--- config.mk ---
export PLATFORM = sky130hd
export DESIGN_NAME = qam_mapper_mm
export DESIGN_NICKNAME = d
export VERILOG_FILES = /design/src/rtl/qam_mm_pkg.sv /design/src/rtl/qam_gray_map.sv /design/src/rtl/qam_mapper_mm.sv
export SDC_FILE = /design/constraint.sdc
export NUM_CORES = 1
export LEC_CHECK = 0
export CAP_MARGIN = 20
export CORE_MARGIN = 3
export CORE_UTILIZATION = 51
export CTS_CLUSTER_SIZE = 10
export DETAILED_ROUTE_END_ITERATION = 8
export PLACE_DENSITY = 0.87
export SLEW_MARGIN = 20
export SYNTH_ARGS = -nofsm -noshare
export SYNTH_HDL_FRONTEND = slang
export SYNTH_SLANG_ARGS = --single-unit
--- constraint.sdc ---
create_clock -name axi_clk -period 3 [get_ports axi_clk]
set_clock_uncertainty 0.15 [all_clocks]
set_input_delay 0.3 -clock axi_clk [delete_from_list [all_inputs] [get_ports axi_clk]]
set_output_delay 0.3 -clock axi_clk [all_outputs]
set_load 0.005 [all_outputs]
--- src/rtl/qam_mm_pkg.sv ---
// -----------------------------------------------------------------------------
// qam_mm_pkg
//   Shared types and helpers for the multi-mode QAM mapper.
//   - qam_mode_e     : constellation select (QPSK / 16-QAM / 64-QAM / reserved)
//   - mapper_state_e : mapper FSM states
//   - lvl_pair_t     : signed I/Q level pair produced by the Gray mapper
//   - gray2lvl_1/2/3 : per-axis Gray code -> odd signed level lookups
// -----------------------------------------------------------------------------
package qam_mm_pkg;

   localparam int DIN_W = 6;   // widest symbol word (64-QAM)
   localparam int LVL_W = 4;   // signed level width, covers -7..+7

   typedef enum logic [1:0] {
      QAM_QPSK = 2'd0,
      QAM_16   = 2'd1,
      QAM_64   = 2'd2,
      QAM_RSVD = 2'd3
   } qam_mode_e;

   typedef enum logic {
      ST_IDLE = 1'b0,
      ST_RUN  = 1'b1
   } mapper_state_e;

   typedef struct packed {
      logic signed [LVL_W-1:0] i;
      logic signed [LVL_W-1:0] q;
   } lvl_pair_t;

   // QPSK axis: a single bit picks the sign
   function automatic logic signed [LVL_W-1:0] gray2lvl_1(input logic g);
      gray2lvl_1 = g ? 4'sd1 : -4'sd1;
   endfunction

   // 16-QAM axis: adjacent levels differ in exactly one bit
   function automatic logic signed [LVL_W-1:0] gray2lvl_2(input logic [1:0] g);
      case (g)
         2'b00:   gray2lvl_2 = -4'sd3;
         2'b01:   gray2lvl_2 = -4'sd1;
         2'b11:   gray2lvl_2 =  4'sd1;
         default: gray2lvl_2 =  4'sd3;   // 2'b10
      endcase
   endfunction

   // 64-QAM axis
   function automatic logic signed [LVL_W-1:0] gray2lvl_3(input logic [2:0] g);
      case (g)
         3'b000:  gray2lvl_3 = -4'sd7;
         3'b001:  gray2lvl_3 = -4'sd5;
         3'b011:  gray2lvl_3 = -4'sd3;
         3'b010:  gray2lvl_3 = -4'sd1;
         3'b110:  gray2lvl_3 =  4'sd1;
         3'b111:  gray2lvl_3 =  4'sd3;
         3'b101:  gray2lvl_3 =  4'sd5;
         default: gray2lvl_3 =  4'sd7;   // 3'b100
      endcase
   endfunction

endpackage

--- src/rtl/qam_gray_map.sv ---
// -----------------------------------------------------------------------------
// qam_gray_map
//   Combinational Gray mapper: splits the input word into I/Q fields according
//   to the constellation and returns signed odd levels per axis.
//   Ports:
//     mode   in  qam_mode_e  constellation select
//     din    in  6           symbol bits, upper bits unused for smaller modes
//     lvl_i  out 4 signed    in-phase level
//     lvl_q  out 4 signed    quadrature level
//   The reserved mode yields zero levels; the top never loads a symbol in it.
// -----------------------------------------------------------------------------
module qam_gray_map
   import qam_mm_pkg::*;
(
   input  qam_mode_e               mode,
   input  logic [DIN_W-1:0]        din,
   output logic signed [LVL_W-1:0] lvl_i,
   output logic signed [LVL_W-1:0] lvl_q
);

   lvl_pair_t lvl;

   always_comb begin
      lvl = '0;
      case (mode)
         QAM_QPSK: begin
            lvl.i = gray2lvl_1(din[1]);
            lvl.q = gray2lvl_1(din[0]);
         end
         QAM_16: begin
            lvl.i = gray2lvl_2(din[3:2]);
            lvl.q = gray2lvl_2(din[1:0]);
         end
         QAM_64: begin
            lvl.i = gray2lvl_3(din[5:3]);
            lvl.q = gray2lvl_3(din[2:0]);
         end
         default: lvl = '0;
      endcase
   end

   assign lvl_i = lvl.i;
   assign lvl_q = lvl.q;

endmodule

--- src/rtl/qam_mapper_mm.sv ---
// -----------------------------------------------------------------------------
// qam_mapper_mm
//   Multi-mode QAM symbol mapper with zero-order hold at SPS clocks/symbol.
//   Ports:
//     axi_clk       in   clock
//     axi_rstn      in   synchronous active-low reset
//     mode          in   2   0=QPSK 1=16-QAM 2=64-QAM 3=reserved
//     din_valid     in   1   input word valid
//     din           in   6   input bits
//     din_ready     out  1   word accepted this cycle if din_valid
//     sym_valid     out  1   sym_i/sym_q carry a live symbol
//     sym_strobe    out  1   pulse on first clock of each symbol
//     sym_i, sym_q  out  OUT_WIDTH signed levels scaled by 2^(OUT_WIDTH-4)
//     mode_err      out  1   reserved mode requested while idle
//     underrun_cnt  out  CNT_WIDTH saturating RUN->IDLE underrun count
// -----------------------------------------------------------------------------
module qam_mapper_mm
   import qam_mm_pkg::*;
#(
   parameter int OUT_WIDTH = 16,
   parameter int SPS       = 8,
   parameter int CNT_WIDTH = 16
) (
   input  logic                        axi_clk,
   input  logic                        axi_rstn,
   input  logic [1:0]                  mode,
   input  logic                        din_valid,
   input  logic [DIN_W-1:0]            din,
   output logic                        din_ready,
   output logic                        sym_valid,
   output logic                        sym_strobe,
   output logic signed [OUT_WIDTH-1:0] sym_i,
   output logic signed [OUT_WIDTH-1:0] sym_q,
   output logic                        mode_err,
   output logic [CNT_WIDTH-1:0]        underrun_cnt
);

   localparam int PH_W  = (SPS > 2) ? $clog2(SPS) : 1;
   localparam int SHIFT = OUT_WIDTH - LVL_W;
   localparam logic [PH_W-1:0]      PH_LAST = PH_W'(SPS - 1);
   localparam logic [CNT_WIDTH-1:0] CNT_MAX = '1;

   mapper_state_e   state;
   logic [PH_W-1:0] phase;
   qam_mode_e       mode_q;
   logic            ready_en;   // low through reset and its release cycle edge

   qam_mode_e               map_mode;
   logic signed [LVL_W-1:0] lvl_i, lvl_q;
   logic [OUT_WIDTH-1:0]    scl_i, scl_q;
   logic                    idle, last, accept;

   assign idle   = (state == ST_IDLE);
   assign last   = (state == ST_RUN) && (phase == PH_LAST);

   // Handshake outputs are combinational: IDLE readiness follows the live mode
   // input, and in RUN only the final phase of the hold opens the window so
   // the next symbol lands gap-free.
   assign din_ready = ready_en & (idle ? (mode != 2'(QAM_RSVD)) : last);
   assign mode_err  = ready_en & idle & (mode == 2'(QAM_RSVD));
   assign accept    = din_valid & din_ready;

   // Mode is only sampled on an IDLE accept; back-to-back loads in RUN reuse
   // the latched mode, so mid-stream mode changes have no effect.
   assign map_mode = idle ? qam_mode_e'(mode) : mode_q;

   qam_gray_map u_gray_map (
      .mode  (map_mode),
      .din   (din),
      .lvl_i (lvl_i),
      .lvl_q (lvl_q)
   );

   // level * 2^(OUT_WIDTH-4): sign-extend then shift; +-7 always fits
   assign scl_i = {{(OUT_WIDTH-LVL_W){lvl_i[LVL_W-1]}}, lvl_i} << SHIFT;
   assign scl_q = {{(OUT_WIDTH-LVL_W){lvl_q[LVL_W-1]}}, lvl_q} << SHIFT;

   always_ff @(posedge axi_clk) begin
      if (!axi_rstn) begin
         state        <= ST_IDLE;
         phase        <= '0;
         mode_q       <= QAM_QPSK;
         ready_en     <= 1'b0;
         sym_valid    <= 1'b0;
         sym_strobe   <= 1'b0;
         sym_i        <= '0;
         sym_q        <= '0;
         underrun_cnt <= '0;
      end else begin
         ready_en   <= 1'b1;
         sym_strobe <= 1'b0;
         case (state)
            ST_IDLE: begin
               if (accept) begin
                  state      <= ST_RUN;
                  phase      <= '0;
                  mode_q     <= qam_mode_e'(mode);
                  sym_valid  <= 1'b1;
                  sym_strobe <= 1'b1;
                  sym_i      <= scl_i;
                  sym_q      <= scl_q;
               end
            end
            ST_RUN: begin
               if (last) begin
                  phase <= '0;
                  if (accept) begin
                     sym_valid  <= 1'b1;
                     sym_strobe <= 1'b1;
                     sym_i      <= scl_i;
                     sym_q      <= scl_q;
                  end else begin
                     // underrun: drop the output and count the event
                     state     <= ST_IDLE;
                     sym_valid <= 1'b0;
                     sym_i     <= '0;
                     sym_q     <= '0;
                     if (underrun_cnt != CNT_MAX)
                        underrun_cnt <= underrun_cnt + 1'b1;
                  end
               end else begin
                  phase <= phase + 1'b1;
               end
            end
            default: state <= ST_IDLE;
         endcase
      end
   end

endmodule

==> metrics <==
status=completed; critical path class=reg -> out; Critical Path Start Type=register; synthesized area=0.00212 mm²; wire length per cell=13.3 µm; Final Hold Fails=0; IO buf count=38; drt initial violations=121; CTS max path bufs=2; hpwl dp=3390 µm; flop-to-flop setup slack=870 ps; H-Tree Level Count=2; WL final=4560 µm; number of global-route vias before repair=1,622; CP Capture Type=primary output; CTS Hold Buffers Added=0; register area share after synthesis=30.2%; Final Slew Violations=0; R2R depth=6; post-synth top area cell=dfxtp_1; CP arrival=2080 ps; number of antenna violations at the first check in global routing=0; Worst IR Drop VDD=0.270 mV; dominant synthesized flop cell=dfxtp_1; CTS tree=built; top-area cell type share of the netlist area=30.2%; I/O pin count=63; RSZ-0062 raised after global routing=false; max-cap viol count=0; 1st-pass router iterations=4; Starting Density=55.5%; synth top area cells=dfxtp_1 (30%), buf_4 (9.2%), mux2i_1 (7.1%); Congestion Overflow GR=0; largest net degree at the start of global routing=23; CTS buffer count=5; Layout Area Growth over Synthesis=19.8%; maximum clock frequency=0.395 GHz; die area=0.00497 mm²; RR Endpoint=underrun_cnt[8]$_SDFFE_PN0P_; first-pass GRT wire length=7590 µm; yosys warns=0; Cells after Synth=255; EDFF count, synth=0; HP Class=reg -> reg; fin crit share=84.5%; Clock Tree Root=clkbuf_8; worst-path fanout max=6; top post-synthesis cells by count=dfxtp_1 (32), nand2_1 (32), buf_4 (26), mux2i_1 (15); Critical Path RT=2550 ps; Mean Syn Cell Area=8.32 µm²; Total GRT Usage=18.6%; Worst-Margin Slew=611 ps; Util after Layout=66.4%; Residual DRC=0; setup bufs post-CTS=0; min-delay src=sym_i[14]$_SDFFE_PN0P_; setup TNS=0 ps; Reg-to-Reg Start=phase[0]$_SDFFE_PN0P_; GPL Wtd Cong=0.857; Leak=0.942 nW; power per standard cell area=396 mW/mm²; post-CTS resize count=0; # diodes=0; post-synth cell types=50; die height=70.5 µm; CTS Sinks=32; endpoints failing setup=0; FF+latch count, synth=32; die width=70.5 µm; Post-synth ARST share=0%; Vias/cell=5.58; Hold Path Cell Cnt=2; Final ANT Viol Nets=0; clk slew on worst S/H paths=60 ps; Max-slew headroom=59.0%; core area=0.00383 mm²; share of cells above drive strength 1=6.80%; vias post-DR=1,910; worst hold path endpoint=sym_i[14]$_SDFFE_PN0P_; Tmin final=2530 ps; row cnt=22; final net count=313; latest clock arrival within the worst-skew pair=290 ps
## cell usage in the layout (no fill, tap or decap), drive strengths merged, types with 3 or more instances in the layout
cell            n
clkdlybuf4s50  38
nand2          32
dfxtp          32
conb           24
mux2i          15
inv            14
nor2           14
a21oi          13
nand3          10
ha              9
nor3            9
nand2b          8
o21ai           7
clkbuf          6
nor3b           4
o31ai           4
nor4            4
nand4           4
mux2            4
and3            3
or4             3
o211ai          3
a311oi          3
a211oi          3
and2            3
## sequential cells by signal, indices dropped and copies added, names as in the netlist
name and cells:
ready_en 1, mode_q 2, underrun_cnt 16, sym_strobe 1, state 1, sym_i 4
sym_valid 1, sym_q 3, phase 3
## power breakdown
part	switching, W	internal (W)
registers	0.0000104	0.000435
clock network	0.000171	0.000247
logic	0.0000790	0.0000658
## routing by layer
metal,track usage (%),vias to the layer above,share of wire (%)
met2,28.0,66,46
li1,-,939,-
met5,0,-,0
met1,25.6,898,45
met3,5.04,7,7.0
met4,6.17,0,1.2
## area by class of cell
class                   instances  area [µm²]
inverters                      14        52.6
multi-input cells             201        1290
flip-flops and latches         32         641
clock inverters                 2        35.0
well taps                      48        60.1
fillers                       327        1280
clock buffers                   6        72.6
repair buffers                 39         388
## kinds of logic (layout without fill, tap and decap cells)
logic type / after synthesis / after routing / share of synthesized area (%)
fa+ha+maj: 9 / 9 / 5.31
flops: 32 / 32 / 30.2
compound gates: 45 / 45 / 15.4
buf+inv: 45 / 61 / 12.9
other cells: 1 / 24 / 0.177
xor+xnor: 2 / 2 / 0.826
simple gates: 102 / 102 / 25.8
mux: 19 / 19 / 9.37
## critical path, cell delays in order (launching register included)
cell	delay (ps)
dfxtp_1	380
ha_1	170
ha_1	180
and2b_2	290
nor3b_1	240
clkdlybuf4s50_1	540
## how the worst max path moves through the flow
stage                           from                       endpoint  slack, ps
2_1_floorplan  phase[0]$_SDFFE_PN0P_  underrun_cnt[15]$_SDFFE_PN0P_       1130
3_3_place_gp                  din[1]         sym_q[14]$_SDFFE_PN0P_        480
3_5_place_dp                  din[1]         sym_q[14]$_SDFFE_PN0P_        360
4_1_cts        phase[0]$_SDFFE_PN0P_                      din_ready        490
5_1_grt        phase[0]$_SDFFE_PN0P_                      din_ready        380
6_report       phase[0]$_SDFFE_PN0P_                      din_ready        470
## metrics by stage
stage | hold WS, ps | cells | setup slack, ps | area, µm² | power (W)
final | 323 | 342 | 466 | 2540 | 0.00101
after floorplan | 178 | 278 | 1130 | 2210 | 0.000566
after CTS | 320 | 342 | 486 | 2540 | 0.00100
after detailed placement | 307 | 334 | 364 | 2430 | 0.000597
after global routing | 346 | 342 | 376 | 2540 | 0.00105
after global placement | 310 | 334 | 476 | 2430 | 0.000593
(Power assumes the default switching activity.)
